===== config.mk =====
export PLATFORM = sky130hd
export DESIGN_NAME = polling_ts_rx_tracker
export DESIGN_NICKNAME = d
export VERILOG_FILES = /design/src/rtl/polling_ts_rx_tracker.sv
export SDC_FILE = /design/constraint.sdc
export NUM_CORES = 1
export LEC_CHECK = 0
export ABC_AREA = 1
export CAP_MARGIN = 20
export CORE_MARGIN = 5
export CORE_UTILIZATION = 49
export CTS_CLUSTER_DIAMETER = 80
export DETAILED_ROUTE_END_ITERATION = 10
export PLACE_DENSITY = 0.76
export SYNTH_ARGS = -nofsm -noshare
export SYNTH_HDL_FRONTEND = slang
export SYNTH_SLANG_ARGS = --single-unit

===== constraint.sdc =====
create_clock -name clk_i -period 2.2 [get_ports clk_i]
set_input_delay 0.33 -clock clk_i [delete_from_list [all_inputs] [get_ports clk_i]]
set_output_delay 0.33 -clock clk_i [all_outputs]
set_load 0.01 [all_outputs]

===== src/rtl/polling_ts_rx_tracker.sv =====
// Receive-side TS1/TS2 run tracker for the LTSSM Polling substates.
// Counts consecutive qualifying ordered sets per lane and flags the Polling exit conditions.
module polling_ts_rx_tracker #(
  parameter int NUM_LANES    = 4,
  parameter int COUNT_TARGET = 8
) (
  input  logic                 clk_i,
  input  logic                 rst_ni,
  input  logic                 en_i,
  input  logic [NUM_LANES-1:0] lanes_w_detected_load_i,
  input  logic [NUM_LANES-1:0] os_valid_i,
  input  logic [NUM_LANES-1:0] os_is_ts2_i,
  input  logic [NUM_LANES-1:0] os_pad_i,
  input  logic [NUM_LANES-1:0] os_compliance_i,
  input  logic [NUM_LANES-1:0] os_err_i,
  output logic [1:0]           state_o,
  output logic                 active_done_o,
  output logic                 compliance_req_o,
  output logic                 config_done_o,
  output logic [NUM_LANES-1:0] lane_ts_seen_o
);

  localparam int CW = $clog2(COUNT_TARGET + 1);
  localparam logic [CW-1:0] TARGET = CW'(COUNT_TARGET);

  typedef enum logic [1:0] {IDLE = 2'd0, ACT = 2'd1, CFG = 2'd2, DONE = 2'd3} state_e;

  state_e               state_q, state_d;
  logic [CW-1:0]        match_cnt_q [NUM_LANES];
  logic [CW-1:0]        match_cnt_d [NUM_LANES];
  logic [CW-1:0]        comp_cnt_q  [NUM_LANES];
  logic [CW-1:0]        comp_cnt_d  [NUM_LANES];
  logic [NUM_LANES-1:0] seen_q, seen_d;
  logic                 active_done_q, active_done_d;
  logic                 comp_req_q, comp_req_d;
  logic                 config_done_q, config_done_d;
  logic                 all_reached, any_comp, in_act, in_cfg, qual;

  // Per-lane counts are updated first; the reductions look at the updated counts so a
  // transition lands on the same edge that samples the final qualifying ordered set.
  always_comb begin
    state_d       = state_q;
    seen_d        = seen_q;
    comp_req_d    = comp_req_q;
    active_done_d = 1'b0;
    in_act        = (state_q == ACT);
    in_cfg        = (state_q == CFG);
    qual          = 1'b0;
    all_reached   = |lanes_w_detected_load_i;
    any_comp      = 1'b0;

    for (int l = 0; l < NUM_LANES; l++) begin
      match_cnt_d[l] = match_cnt_q[l];
      comp_cnt_d[l]  = comp_cnt_q[l];
      if (os_valid_i[l] && (in_act || in_cfg)) begin
        qual = in_act ? (os_pad_i[l] && !os_compliance_i[l] && !os_err_i[l])
                      : (os_is_ts2_i[l] && os_pad_i[l] && !os_err_i[l]);
        if (!qual)
          match_cnt_d[l] = '0;
        else if (match_cnt_q[l] != TARGET)
          match_cnt_d[l] = match_cnt_q[l] + CW'(1);
        if (!(in_act && !os_is_ts2_i[l] && os_compliance_i[l] && !os_err_i[l]))
          comp_cnt_d[l] = '0;
        else if (comp_cnt_q[l] != TARGET)
          comp_cnt_d[l] = comp_cnt_q[l] + CW'(1);
      end
      if (os_valid_i[l] && !os_err_i[l] && (state_q != IDLE))
        seen_d[l] = 1'b1;
      if (lanes_w_detected_load_i[l] && (match_cnt_d[l] != TARGET))
        all_reached = 1'b0;
      if (lanes_w_detected_load_i[l] && (comp_cnt_d[l] == TARGET))
        any_comp = 1'b1;
    end

    case (state_q)
      IDLE: state_d = ACT;
      ACT: begin
        if (any_comp)
          comp_req_d = 1'b1;
        if (all_reached) begin
          state_d       = CFG;
          active_done_d = 1'b1;
          for (int l = 0; l < NUM_LANES; l++) match_cnt_d[l] = '0;
        end
      end
      CFG: if (all_reached) state_d = DONE;
      default: state_d = DONE;
    endcase

    // Dropping enable abandons the whole Polling attempt, whatever else happened this cycle.
    if (!en_i) begin
      state_d       = IDLE;
      seen_d        = '0;
      comp_req_d    = 1'b0;
      active_done_d = 1'b0;
      for (int l = 0; l < NUM_LANES; l++) begin
        match_cnt_d[l] = '0;
        comp_cnt_d[l]  = '0;
      end
    end

    config_done_d = (state_d == DONE);
  end

  always_ff @(posedge clk_i) begin
    if (!rst_ni) begin
      state_q       <= IDLE;
      seen_q        <= '0;
      active_done_q <= 1'b0;
      comp_req_q    <= 1'b0;
      config_done_q <= 1'b0;
      for (int l = 0; l < NUM_LANES; l++) begin
        match_cnt_q[l] <= '0;
        comp_cnt_q[l]  <= '0;
      end
    end else begin
      state_q       <= state_d;
      seen_q        <= seen_d;
      active_done_q <= active_done_d;
      comp_req_q    <= comp_req_d;
      config_done_q <= config_done_d;
      for (int l = 0; l < NUM_LANES; l++) begin
        match_cnt_q[l] <= match_cnt_d[l];
        comp_cnt_q[l]  <= comp_cnt_d[l];
      end
    end
  end

  assign state_o          = state_q;
  assign active_done_o    = active_done_q;
  assign compliance_req_o = comp_req_q;
  assign config_done_o    = config_done_q;
  assign lane_ts_seen_o   = seen_q;

endmodule


==> results.yml <==
hold_path:
  min_path_type: "register to register"
  whs_path_depth: 2
setup_path:
  critPathMaxFanout: 5
  reg2regPathDepth: 16
  max_stage_delay_ns: 0.39
  cp_num_cells: 16
  critical_path_class: "register to register"
  path_buf_inv: 3
  crit_family: "simple AND/OR/NAND/NOR gates"
  cp_data_arrival_time_ns: 2.37
  cp-start-kind: "register"
  end_kind: "register"
  timing.critical_path.mode_cell: "nor2_1"
  worst_ep_required_time_ns: 2.40
  worstPathCellList: "inv_4 -> ha_4 -> nand2_4 -> inv_6 -> nor2_1 -> a21oi_2 -> nand2_1 -> nor2_1 -> nor2_1 -> nor2_1 -> buf_4 -> nand2_1 -> nand2_2 -> nand3_2 -> nand2_2 -> nor2_1"
  cp_slowest_cell: "dfxtp_4"
yosys:
  ys_top_cells_by_area: "dfxtp_1 32%, nand2_1 11%, ha_1 9.8%"
  synth_compound_area_share_pct: 7.150
  synth-adder-area-share_pct: 9.794
  yosysTopAreaCellShare_pct: 32.13
  synth_area_per_cell_um2: 6.534
  ys_seq_area_share_pct: 32.13
  synthesis.nets: 438
  yosysUniqueCellTypes: 27
  yosys.area.top_type: "dfxtp_1"
  synthesis.instances: 391
  yosys_warnings: 0
  syn_area_um2: 2555
  synth_xor_area_share_pct: 2.400
  synth_simple_gate_area_share_pct: 38.20
  synth.mux.area_fraction_pct: 0
  synth_top_family_by_area: "simple AND/OR/NAND/NOR gates"
  synth_seq_cells: 41
global_route:
  grt_antenna_before_repair: 0
  grt_start_max_net_pins: 17
  grt_pass1_vias: 2403
  grt_first_pass_wirelength_mm: 10.25
  grt_usage_pct: 19.81
  gr-total-overflow: 0
place:
  io_buffers: 35
  pre_cts_ws_ns: -0.01550
  place_hpwl_mm: 4.835
  gp_congestion: 0.8703
status:
  status: "finished clean"
sta:
  fin_ws_ns: 0.03510
  finalClockSkew_ns: 0.007430
  fin_crit_sh_pct: 98.40
  finalCriticalPeriod_ns: 2.165
  fin_tns_setup_ns: 0
  report.final.slew_viol_count: 0
  relSlewSlack_pct: 76.27
  max_freq_mhz: 461.9
  fin_hold_ws_ns: 0.4581
  rsz0062_at_grt: "yes"
  timing.final.hold_violations: 0
  worst_pin_slew_ns: 0.3547
  setup_viol: 0
routing:
  first_pass_iters: 4
  drt_iter0_markers: 148
  wire_per_inst_um: 12.75
  wirelength_mm: 6.781
  ant_nets: 0
  via_count: 2669
  drc: 0
  vias_per_cell: 5.017
power:
  power_density_nw_per_um2: 440.0
  p_leak_nw: 1.518
  ir_drop_mv: 0.3777
floorplanning:
  placementRows: 26
  core-area_um2: 5075
  die_h_um: 82.21
  start_util_pct: 50.35
  die_x_um: 82.21
  die_area_um2: 6758
  boundaryPins: 36
layout:
  area_growth_pct: 38.49
  nNetsFinal: 508
  diodes: 0
  drive_above_1_share_pct: 19.70
  finish.utilization_pct: 69.72
  nFillCells: 442
clocking:
  clockBufferDepth: 2
  cts-root-buf: "clkbuf_8"
  cts-htree-levels: 2
  worst_skew_pair.late_latency_ns: 0.30
  cts.clk_slew.worst_paths_ns: 0.08
  cts_hold_buf: 0
  cts.sinks: 41
  cts_tree: "done"
  numCtsBuffers: 5
job:
  drv_cap: 0
==> synthesized netlist by cell type, drive strengths merged <==
cell type / number
ha: 20
nor3b: 4
nand2: 82
a21oi: 17
o21bai: 1
nor2: 67
or2: 1
nand3: 46
dfxtp: 41
nor4: 5
nand4: 6
o2111ai: 2
inv: 61
o31ai: 1
nor3: 8
xnor2: 2
and2: 3
o21ai: 10
o21a: 2
clkbuf: 2
nand3b: 1
buf: 4
xor2: 5
==> power breakdown <==
group          switching, W  leakage (nW)  internal, W
registers        0.00000663         0.332     0.000747
clock network      0.000276        0.0542     0.000284
logic              0.000126          1.13     0.000118
total              0.000409          1.52      0.00115
==> what timing repair did <==
action,4_1_cts,5_1_grt
resized for setup,1,61
buffers inserted,0,15
endpoints found under the setup margin,19,21
pin swaps,0,24
hold endpoints to repair,0,0
==> layout by cell type (no fill, tap or decap), drive strengths merged, types with 2 or more instances in the layout <==
master and instances:
nand2 82, nor2 67, inv 61, nand3 46
dfxtp 41, clkdlybuf4s50 35, buf 34, ha 20
a21oi 17, o21ai 10, nor3 8, clkbuf 7
nand4 6, xor2 5, nor4 5, nor3b 4
and2 3, xnor2 2, o2111ai 2, o21a 2
==> area by class of cell <==
class | instances | area (µm²) | share of cell area [%]
clock inverters | 1 | 5.005 | 0.1414
inverters | 61 | 249.0 | 7.037
well taps | 70 | 87.58 | 2.475
repair buffers | 69 | 621.8 | 17.57
clock buffers | 7 | 96.34 | 2.723
flip-flops and latches | 41 | 825.8 | 23.34
multi-input cells | 283 | 1653 | 46.71
==> final timing paths <==
path	start	endpoint	slack [ns]
worst min-delay path	lane_ts_seen_o[1]	lane_ts_seen_o[1]	0.46
worst min register to register	lane_ts_seen_o[1]	lane_ts_seen_o[1]	0.46
worst max register to register	state_o[0]	config_done_o	0.04
worst max-delay path	state_o[0]	config_done_o	0.04
==> state kept, by name, summed over array words and instances, names as in the netlist <==
signal            cells
compliance_req_o      1
active_done_o         1
match_cnt_q          16
comp_cnt_q           16
config_done_o         1
state_o               2
lane_ts_seen_o        4
==> tightest hold or removal path: stages (launching register included) <==
cell and delay [ns]:
dfxtp_1 0.31, inv_1 0.05, a21oi_1 0.05
==> routing by layer <==
layer / wire (µm) / part of all wire, % / global-route usage [%] / up-vias
met3: 247 / 3.6 / 4.881 / 18
li1: - / - / - / 1396
met4: 166 / 2.4 / 6.312 / 0
met1: 2964 / 44 / 23.33 / 1207
met5: 0 / 0 / 0 / -
met2: 3402 / 50 / 35.02 / 48
==> per-stage QoR <==
step | cell area, µm² | power (W) | std cells
2_1_floorplan | 2567 | 0.0008648 | 391
3_3_place_gp | 3113 | 0.0009649 | 509
5_1_grt | 3538 | 0.001624 | 532
4_1_cts | 3216 | 0.001511 | 517
6_report | 3538 | 0.001557 | 532
3_5_place_dp | 3113 | 0.0009681 | 509
==> kinds of logic (layout without fill, tap and decap cells) <==
group / count (synthesis) / in the layout
buffers and inverters: 67 / 138
AO/OA/AOI/OAI: 33 / 33
adder cells (fa/ha/maj): 20 / 20
AND/OR/NAND/NOR: 223 / 223
flip-flops: 41 / 41
XOR/XNOR: 7 / 7
Note: power is estimated with default switching activity, not from simulation.
